--- src/rtl/rf_wb_arbiter.sv ---
// Write-back arbiter: grants one of two requesters per cycle onto the register file write port.
// Define RF_WB_ROUND_ROBIN_EN for round-robin conflict resolution; fixed priority (req0 wins) otherwise.
module rf_wb_arbiter #(
    parameter int DW = 32,
    parameter int AW = 5,
    parameter int CW = 16
) (
    input  logic          clk,
    input  logic          rst_n,
    input  logic          hold,
    input  logic          req0_valid,
    input  logic [AW-1:0] req0_addr,
    input  logic [DW-1:0] req0_data,
    output logic          req0_ready,
    input  logic          req1_valid,
    input  logic [AW-1:0] req1_addr,
    input  logic [DW-1:0] req1_data,
    output logic          req1_ready,
    output logic [AW-1:0] RW,
    output logic [DW-1:0] Bus_W,
    output logic          reg_write,
    output logic [CW-1:0] wr_count
);

    logic          w_gnt0;
    logic          w_gnt1;
    logic          w_xfer;
    logic [AW-1:0] w_sel_addr;
    logic [DW-1:0] w_sel_data;
    logic          w_commit;

    logic [AW-1:0] r_rw;
    logic [DW-1:0] r_bus_w;
    logic          r_reg_write;
    logic [CW-1:0] r_wr_count;

`ifdef RF_WB_ROUND_ROBIN_EN
    logic r_last_grant;

    // Under contention the requester opposite to the previous grant wins.
    always_comb begin
        w_gnt0 = 1'b0;
        w_gnt1 = 1'b0;
        if (rst_n && !hold) begin
            if (req0_valid && req1_valid) begin
                w_gnt0 = r_last_grant;
                w_gnt1 = !r_last_grant;
            end else begin
                w_gnt0 = req0_valid;
                w_gnt1 = req1_valid;
            end
        end
    end

    always_ff @(posedge clk or negedge rst_n) begin
        if (!rst_n) begin
            r_last_grant <= 1'b1;
        end else if (w_xfer) begin
            r_last_grant <= w_gnt1;
        end
    end
`else
    always_comb begin
        w_gnt0 = 1'b0;
        w_gnt1 = 1'b0;
        if (rst_n && !hold) begin
            w_gnt0 = req0_valid;
            w_gnt1 = req1_valid && !req0_valid;
        end
    end
`endif

    assign w_xfer     = w_gnt0 || w_gnt1;
    assign w_sel_addr = w_gnt1 ? req1_addr : req0_addr;
    assign w_sel_data = w_gnt1 ? req1_data : req0_data;
    // R0 writes are accepted but never reach the register file.
    assign w_commit   = w_xfer && (w_sel_addr != '0);

    always_ff @(posedge clk or negedge rst_n) begin
        if (!rst_n) begin
            r_rw        <= '0;
            r_bus_w     <= '0;
            r_reg_write <= 1'b0;
            r_wr_count  <= '0;
        end else begin
            r_reg_write <= w_commit;
            if (w_xfer) begin
                r_rw    <= w_sel_addr;
                r_bus_w <= w_sel_data;
            end
            if (w_commit) begin
                r_wr_count <= r_wr_count + 1'b1;
            end
        end
    end

    assign req0_ready = w_gnt0;
    assign req1_ready = w_gnt1;
    assign RW         = r_rw;
    assign Bus_W      = r_bus_w;
    assign reg_write  = r_reg_write;
    assign wr_count   = r_wr_count;

endmodule

--- config.mk ---
export PLATFORM = sky130hd
export DESIGN_NAME = rf_wb_arbiter
export DESIGN_NICKNAME = d
export VERILOG_FILES = /design/src/rtl/rf_wb_arbiter.sv
export SDC_FILE = /design/constraint.sdc
export NUM_CORES = 1
export LEC_CHECK = 0
export BUFFER_PORTS_ARGS = -buffer_cell sky130_fd_sc_hd__buf_2
export CAP_MARGIN = 30
export CORE_AREA = 5 5 82 84
export DETAILED_ROUTE_END_ITERATION = 6
export DIE_AREA = 0 0 87 89
export MAX_ROUTING_LAYER = met4
export PLACE_DENSITY = 0.78
export SETUP_SLACK_MARGIN = 0.5
export SYNTH_ARGS = -nofsm -noshare
export SYNTH_HDL_FRONTEND = slang
export SYNTH_SLANG_ARGS = --single-unit
--- constraint.sdc ---
create_clock -name clk -period 1.7 [get_ports clk]
set_clock_uncertainty 0.2 [all_clocks]
set_input_delay 0.17 -clock clk [delete_from_list [all_inputs] [get_ports clk]]
set_output_delay 0.17 -clock clk [all_outputs]
set_load 0.05 [all_outputs]
==> metrics.txt, run 1 <==
Slew Limit Fails 0; ratio of cells with drive above 1 in the final layout between 50% and 60%; Max IR drop VDD 0.00109 V; Area Growth Syn to Fin 120%; die area 7740 µm²; Root Driver clkbuf_8; Yosys reg bits 54; share of the synthesized area in the top cell type 53.3%; crit path max fanout 4; vias post-DR roughly 3,400; Post-Synthesis Cells between 200 and 250; Bufs and invs on worst path 0; Top FF cell, synth dfrtp_1; hold_ws -0.0602 ns; Final GP Congestion approximately 0.84; sequential area share after synthesis between 50% and 60%; die width just under 90 µm; Clock Sink Count 54; IO Count ~140; Finished Layout Cells approximately 590; Synth Area in Simple Gates between 10% and 20%; Peak Freq around 570 MHz; deepest clock path buffer count 2; # port buffers 134; max-slew headroom at the worst pin between 50% and 60%; cell family with most CP delay simple AND/OR/NAND/NOR gates; status complete, but fails checks; HPWL after DPL around 5000 µm; number of global-route vias before repair between 3,000 and 4,000; first-pass iteration count of the detailed router 5; synthesis warning total 0; Mean Syn Cell Area about 11 µm²; Worst EP required ~1.7 ns; antenna viol nets, final 0; Num CTS Buffers 5; placed inst area 3390 µm²; # setup viols final 2; period utilisation layout 103%; max incr delay on CP roughly 0.45 ns; Vias/cell 5.75; CTS tree yes; main combinational cell family by area after synthesis multiplexers; Hold-fix buffers, CTS between 60 and 70; asr flop ratio synth 100%; Sum Neg Setup Slack -0.0959 ns; Synth area leader dfrtp_1; Static Leak about 2.6 nW; Core ar. 5850 µm²; post-route minimum period 1.75 ns; Die Ht 89 µm; CP Cell Sequence and3_4 > nand4_1 > nor3_2 > xor2_1; Setup crit end kind register; Slowest-stage cell, CP dfrtp_2; DP Cell Count ~450; largest net degree at the start of global routing slightly below 50; kind of critical path reg2reg; Critical Path AT roughly 1.8 ns; Worst Hold Class in2async; Least-Margin Pin Slew just over 0.6 ns; Max Cap Violations 0; row cnt 28; xor/xnor share of the synthesized area just over 5%; post-synth cell types 26; H-tree levels 2; Synth Cell Area about 2500 µm²; syn nets 318; Worst Slack Setup Final -0.0524 ns; Final Hold Fails 47; multiplexer share of the synthesized area between 10% and 20%; pwr/cell area approximately 940 nW/µm²; total gr overflow 0; RSZ-0062 raised after global routing yes; Worst-Skew Late Latency ~0.33 ns; 1st-iter DRT viols 165; final wirelength 14,900 µm; ant diodes 0; initial antenna violation count 0; Synth Area in Adders less than 1%; violations in the final reports hold timing, setup timing; critical path startpoint category register; Util after Layout between 90% and 100%; global-route wire length before repair around 17,000 µm; EDFF count, synth 0; final instance area roughly 5600 µm²; clk slew on worst S/H paths about 0.11 ns; ranking of synthesized cells by area dfrtp_1 (53%), mux2i_1 (15%), a21oi_1 (7.3%); Initial Util around 43%; total track usage around 30%; Synth Area in Compound Gates about 8.3%; count leader, synth dfrtp_1; DRC 0; DR WL/cell approximately 25 µm; Post-synth top cells dfrtp_1 (54), nor2_1 (41), a21oi_1 (37), mux2i_1 (37), xor2_1 (10); Layout Nets slightly below 600
==> per-stage QoR <==
| stage | worst slack [ns] | power (W) |
|---|---|---|
| after global routing | -0.0702 | 0.00539 |
| after floorplan | -0.0216 | 0.00271 |
| after detailed placement | -0.140 | 0.00315 |
| final | -0.0524 | 0.00524 |
| after global placement | -0.124 | 0.00313 |
| after CTS | 0.192 | 0.00466 |
==> per-layer routing <==
metal / global-route usage, % / vias to the layer above / wire [µm]
met5: - / - / 0
met4: 16.3 / 0 / 1390
met3: 5.53 / 107 / 1090
met2: 54.9 / 277 / 7690
met1: 30.2 / 1623 / 4760
li1: - / 1372 / -
==> final timing paths <==
| check | from | endpoint | slack (ns) | cells past startpoint |
|---|---|---|---|---|
| max in group asynchronous | rst_n | Bus_W[25] | 0.78 | 3 |
| min in group clk | req1_addr[2] | RW[2] | 0.04 | 3 |
| hold reg to reg | wr_count[14] | wr_count[14] | 0.34 | 1 |
| setup reg to reg | wr_count[3] | wr_count[11] | -0.05 | 4 |
| setup / recovery | wr_count[3] | wr_count[11] | -0.05 | 4 |
| hold / removal | rst_n | wr_count[1] | -0.06 | 3 |
==> registers in the layout, indices dropped and copies added (netlist names) <==
signal	flops
wr_count	16
RW	5
Bus_W	32
reg_write	1
==> worst reg2reg max path, stage by stage (launching register included) <==
cell,delay [ns]
dfrtp_2,0.45
and3_4,0.23
nand4_1,0.27
nor3_2,0.27
xor2_1,0.23
==> layout by cell type (no fill, tap or decap), drive strengths merged, types with 2 or more instances in the layout <==
master / count
nand3: 6
xnor2: 5
buf: 213
dfrtp: 54
o21ai: 2
and4: 3
nand4: 3
a21oi: 37
nand2: 7
mux2i: 37
and3: 2
nor2: 41
nor3: 7
xor2: 10
nor3b: 2
dlygate4sd3: 68
clkbuf: 7
or4: 2
==> timing repair <==
item	in CTS	in global routing
pin swaps	26	27
endpoints found under the hold margin	88	1
cloned	2	0
resized for setup	166	64
buffers inserted	36	28
endpoints found under the setup margin	110	110
==> power breakdown <==
| group | internal (W) | switching, W |
|---|---|---|
| Combinational | 0.00111 | 0.00145 |
| Sequential | 0.00150 | 0.000253 |
| Clock | 0.000443 | 0.000470 |
| Total | 0.00306 | 0.00218 |
==> cell type report <==
type                       count  area [µm²]
inverter                       1        8.76
fill                         130         269
clock buffer                   7        76.3
tap                           75        93.8
timing repair buffer         281        2580
sequential                    54        1370
multi-input combinational    169        1420
clock inverter                 1        30.0
==> cell families (layout without fill, tap and decap cells) <==
kind of cell    count (synthesis)  in the layout
fa+ha+maj                       1              1
mux                            37             37
xor+xnor                       15             15
compound gates                 40             40
buf+inv                        15            290
simple gates                   76             76
flops                          54             54
Note: power is estimated with default switching activity, not from simulation.
==> run 2, diff against run 1 <==
--- a/config.mk
+++ b/config.mk
@@ -7,11 +7,11 @@
 export LEC_CHECK = 0
 export BUFFER_PORTS_ARGS = -buffer_cell sky130_fd_sc_hd__buf_2
 export CAP_MARGIN = 30
-export CORE_AREA = 5 5 82 84
+export CORE_AREA = 5 5 86 88
 export DETAILED_ROUTE_END_ITERATION = 6
-export DIE_AREA = 0 0 87 89
+export DIE_AREA = 0 0 91 93
 export MAX_ROUTING_LAYER = met4
-export PLACE_DENSITY = 0.78
+export PLACE_DENSITY = 0.74
 export SETUP_SLACK_MARGIN = 0.5
 export SYNTH_ARGS = -nofsm -noshare
 export SYNTH_HDL_FRONTEND = slang
==> constraint.sdc (replaced) <==
create_clock -name clk -period 1.6 [get_ports clk]
set_clock_uncertainty 0.2 [all_clocks]
set_input_delay 0.16 -clock clk [delete_from_list [all_inputs] [get_ports clk]]
set_output_delay 0.16 -clock clk [all_outputs]
set_load 0.05 [all_outputs]
==> run 2 against run 1 <==
Effect of this change:
- the flow now finishes without violations
- global-route usage down 3.5 points
- final area grew 1.5%
- non-clock buffer count up 12
- hold slack better by 0.064 ns
- via count shrank 6.5%
- critical path type unchanged
- critical endpoint is now wr_count[15]
- largest cell class unchanged
- largest power group unchanged
- highest routed layer unchanged
==> metrics.txt, run 2 (synthesis results as in run 1) <==
antenna viol nets, final 0; Worst Hold Class in2reg; Worst Slack Setup Final 0.00471 ns; crit path max fanout 4; die width a little over 90 µm; Sum Neg Setup Slack 0 ns; critical path startpoint category register; Final Hold Fails 0; Vias/cell about 5.2; initial antenna violation count 2; Area Growth Syn to Fin 123%; Least-Margin Pin Slew 0.456 ns; Setup crit end kind register; Worst-Skew Late Latency about 0.30 ns; deepest clock path buffer count 2; ratio of cells with drive above 1 in the final layout 54.7%; Static Leak around 2.6 nW; DRC 0; switching part of the total about 41%; post-route minimum period around 1.6 ns; die area approximately 8500 µm²; kind of critical path reg2reg; first-pass iteration count of the detailed router 4; Seq. cell area between 1000 and 1500 µm²; Worst EP required ~1.6 ns; max FFs per register 32; max-slew headroom at the worst pin 69.6%; area taken by multi-input logic gates ~1400 µm²; Initial Util between 30% and 40%; IO Count ~140; Critical Path AT approximately 1.6 ns; combinational group share of total power roughly 53%; DR WL/cell 21.1 µm; vias post-DR approximately 3,200; Internal about 0.0032 W; status finished, final reports clean; largest net degree at the start of global routing 45; clk slew on worst S/H paths about 0.10 ns; H-tree levels 2; Clock Power Share roughly 14%; Core ar. roughly 6600 µm²; HPWL after DPL roughly 5700 µm; final wirelength 12,800 µm; dpl ws -0.244 ns; total track usage about a quarter; period utilisation layout 99.7%; Psw 0.00221 W; Die Ht 93 µm; Clock Sink Count 54; number of global-route vias before repair 3,279; Max IR drop VDD around 0.0011 V; # fillers ~300; row cnt 30; Peak Freq approximately 630 MHz; Num CTS Buffers 5; # setup viols final 0; sequential share of power about a third; global-route wire length before repair approximately 17,000 µm; most common cell after layout, fill and taps aside buf_6; Slew Limit Fails 0; Root Driver clkbuf_8; Layout Nets 604; Max Cap Violations 0; total gr overflow 0; 1st-iter DRT viols around 180; CTS tree yes; Final GP Congestion around 0.88; # port buffers between 100 and 150; RSZ-0062 raised after global routing yes; most frequent cells in the layout buf_6 (77), dlygate4sd3_1 (72), buf_2 (71); pwr/cell area between 900 and 1000 nW/µm²
==> run 2: changes by cell type in the layout (fill, tap and decap cells not counted), moves of 2 or more <==
cell and change:
buf_6 +5, nor3_4 -2, buf_2 -2, buf_12 -3, diode_2 +2, buf_8 +8, nand3_1 +2, dlygate4sd3_1 +4
==> run 2: power groups by stage <==
stage	registers [W]	clock network [W]	logic, W
floorplan	0.00256	0	0.000324
global placement	0.00173	0	0.00169
detailed placement	0.00174	0	0.00171
CTS	0.00176	0.000749	0.00244
global route	0.00181	0.000830	0.00300
finish	0.00180	0.000758	0.00288
==> run 2: layout make-up <==
class / count / share of cell area (%)
flip-flops and latches: 54 / 24.1
clock buffers: 8 / 1.41
diodes: 2 / 0.0884
well taps: 80 / 1.77
repair buffers: 293 / 47.9
multi-input cells: 169 / 24.6
inverters: 1 / 0.155
==> run 2: routing by layer <==
| layer | wire length (µm) | share of wire, % | global-route usage (%) | vias up |
|---|---|---|---|---|
| met3 | 1120 | 8.7 | 7.48 | 38 |
| met4 | 437 | 3.4 | 6.85 | 0 |
| met2 | 6580 | 51 | 46.8 | 202 |
| li1 | - | - | - | 1394 |
| met1 | 4690 | 37 | 29.8 | 1524 |
| met5 | 0 | 0 | - | - |
==> run 2: per-stage QoR <==
stage / area [µm²] / hold WS [ns] / util, % / power (W) / std cells
global route: 5660 / 0.00159 / 86.2 / 0.00564 / 607
CTS: 5070 / 0.000392 / 77.3 / 0.00495 / 567
detailed placement: 3510 / -0.0105 / 53.4 / 0.00346 / 464
global placement: 3510 / -0.0179 / 53.4 / 0.00342 / 464
floorplan: 2610 / -0.336 / - / 0.00288 / 238
finish: 5660 / 0.00390 / 86.2 / 0.00544 / 607
==> run 2: path summary, 6_finish.rpt <==
kind / from / to / slack [ns] / depth (start not counted)
max: wr_count[2] / wr_count[15] / 0.005 / 5
max in group asynchronous: rst_n / Bus_W[8] / 0.62 / 3
min reg2reg: Bus_W[10] / Bus_W[10] / 0.37 / 2
min: req0_addr[0] / RW[0] / 0.004 / 3
max reg2reg: wr_count[2] / wr_count[15] / 0.005 / 5
min in group asynchronous: rst_n / wr_count[0] / 0.15 / 4
==> run 2: timing repair <==
item,CTS,global route
pin swaps,20,23
hold endpoints to repair,88,2
buffers inserted,24,35
cloned,1,1
hold buffers,70,2
endpoints found under the setup margin,110,110
resized for setup,167,68
==> run 2: critical path, cell delays in order (launching register included) <==
cell	delay (ns)
dfrtp_2	0.39
and3_4	0.23
and4_4	0.24
nand2_2	0.08
nor3_4	0.22
xor2_1	0.16
==> run 3, diff against run 2 <==
--- a/config.mk
+++ b/config.mk
@@ -11,7 +11,7 @@
 export DETAILED_ROUTE_END_ITERATION = 6
 export DIE_AREA = 0 0 91 93
 export MAX_ROUTING_LAYER = met4
-export PLACE_DENSITY = 0.74
+export PLACE_DENSITY_LB_ADDON = 0.15
 export SETUP_SLACK_MARGIN = 0.5
 export SYNTH_ARGS = -nofsm -noshare
 export SYNTH_HDL_FRONTEND = slang
==> run 3 against run 2 <==
Effect of this change:
- the flow now finishes with violations (hold timing)
- critical path depth rose by 2
- via count fell by 6.3%
- final area fell by 3.1%
- register-to-register slack improved by 0.08 ns
- utilization fell by 2.7 points
- final cell count fell by 0.49%
- critical path type is now in2reg
- critical endpoint is now wr_count[7]
- largest cell class unchanged
- highest routed layer unchanged
==> metrics.txt, run 3 (synthesis results as in run 1) <==
status complete, but fails checks; violations in the final reports hold timing; CTS tree yes; row cnt 30; Area Growth Syn to Fin 116%; Max Cap Violations 0; post-route minimum period 1.55 ns; Num CTS Buffers 5; Slowest-stage cell, CP or4_4; CP Cell Sequence buf_6 > or4_4 > o21ai_4 > and2_4 > inv_6 > and3_4 > xor2_1; # port buffers around 130; Worst-Skew Late Latency roughly 0.3 ns; Critical Path AT between 1.5 and 2 ns; Clock Sink Count 54; period utilisation layout approximately 97%; worst reg-to-reg setup slack about 0.08 ns; kind of critical path in2reg; Slew Limit Fails 0; Setup crit end kind register; most common cell after layout, fill and taps aside buf_6; DRC 0; antenna viol nets, final 0; number of global-route vias before repair between 2,000 and 3,000; Worst R2R Start wr_count[4]; Worst Hold Class in2async; DR WL/cell 17.1 µm; crit path max fanout 7; Final Hold Fails 47; Initial Util a little under 40%; ratio of cells with drive above 1 in the final layout a little over half; # setup viols final 0; total track usage ~23%; capturing point of the worst reg2reg path wr_count[15]; Root Driver clkbuf_8; HPWL after DPL between 5000 and 6000 µm; pwr/cell area around 960 nW/µm²; critical path startpoint category input pin; Util after Layout a little over four fifths; r2r worst-path depth 5; vias post-DR 2,960; Peak Freq 647 MHz; Least-Margin Pin Slew 0.581 ns; largest net degree at the start of global routing between 40 and 50; first-pass iteration count of the detailed router 4; die area roughly 8500 µm²; 1st-iter DRT viols 74; Vias/cell 4.90; deepest clock path buffer count 2; total gr overflow 0; clk slew on worst S/H paths approximately 0.09 ns; hold_ws -0.246 ns; max incr delay on CP ~0.56 ns; Max IR drop VDD about 0.00099 V; initial antenna violation count 1; Core ar. ~6600 µm²; IO Count around 140; global-route wire length before repair between 15,000 and 20,000 µm; RSZ-0062 raised after global routing yes; H-tree levels 2; die width 91 µm; Layout Nets approximately 600; Static Leak between 2 and 3 nW; final wirelength approximately 10,000 µm; max FFs per register 32; Final GP Congestion about 0.84; max-slew headroom at the worst pin around 61%; Die Ht slightly above 90 µm; Worst EP required around 1.6 ns; most frequent cells in the layout buf_6 (74), dlygate4sd3_1 (71), buf_2 (71)
## run 3: worst max-delay path by stage
| stage | cells past startpoint | from | to |
|---|---|---|---|
| floorplan | 5 | wr_count[6] | wr_count[14] |
| detailed placement | 7 | req0_addr[3] | wr_count[7] |
| CTS | 7 | req1_addr[4] | wr_count[7] |
| global placement | 7 | req0_addr[3] | wr_count[7] |
| global route | 5 | wr_count[9] | wr_count[14] |
| finish | 7 | req0_addr[4] | wr_count[7] |
## run 3: per-layer routing
layer  global-route usage [%]  vias up  wire (µm)
met2                     41.3      111       5660
met5                        -        -          0
met4                     6.72        0        293
met1                     26.4     1427       3870
met3                     4.42       28        504
li1                         -     1394          -
## run 3: final cells by class
type	instances	area, µm²
Fill cell	352	1080
Antenna cell	1	2.50
Timing Repair Buffer	290	2610
Sequential cell	54	1360
Multi-Input combinational cell	170	1290
Tap cell	80	100
Inverter	1	8.76
Clock buffer	8	110
## run 3: what timing repair did
item | in CTS | in global routing
gates resized for setup | 171 | 29
gates cloned | 1 | 0
hold endpoints to repair | 88 | 48
setup endpoints to repair | 110 | 110
pin swaps | 21 | 28
hold buffers | 69 | 2
buffers inserted | 33 | 24
## run 3: worst max-delay path, delay by kind of cell
family / cells / cell delay (ns)
xor+xnor: 1 / 0.14
buf+inv: 2 / 0.16
simple gates: 3 / 0.94
compound gates: 1 / 0.14
## run 3: stage by stage
stage	std cells	worst slack, ns	power, W	TNS (ns)	instance area (µm²)
final	604	0.0546	0.00528	0	5490
after global routing	604	0.0324	0.00550	0	5490
after CTS	577	0.0820	0.00504	0	5150
after detailed placement	466	-0.272	0.00344	-3.05	3510
after global placement	466	-0.246	0.00342	-2.24	3510
after floorplan	238	-0.115	0.00288	-0.409	2610
## run 3: power breakdown
| group | switching [W] | internal [W] |
|---|---|---|
| Clock | 0.000430 | 0.000438 |
| Combinational | 0.00142 | 0.00122 |
| Sequential | 0.000189 | 0.00160 |
| Total | 0.00203 | 0.00325 |
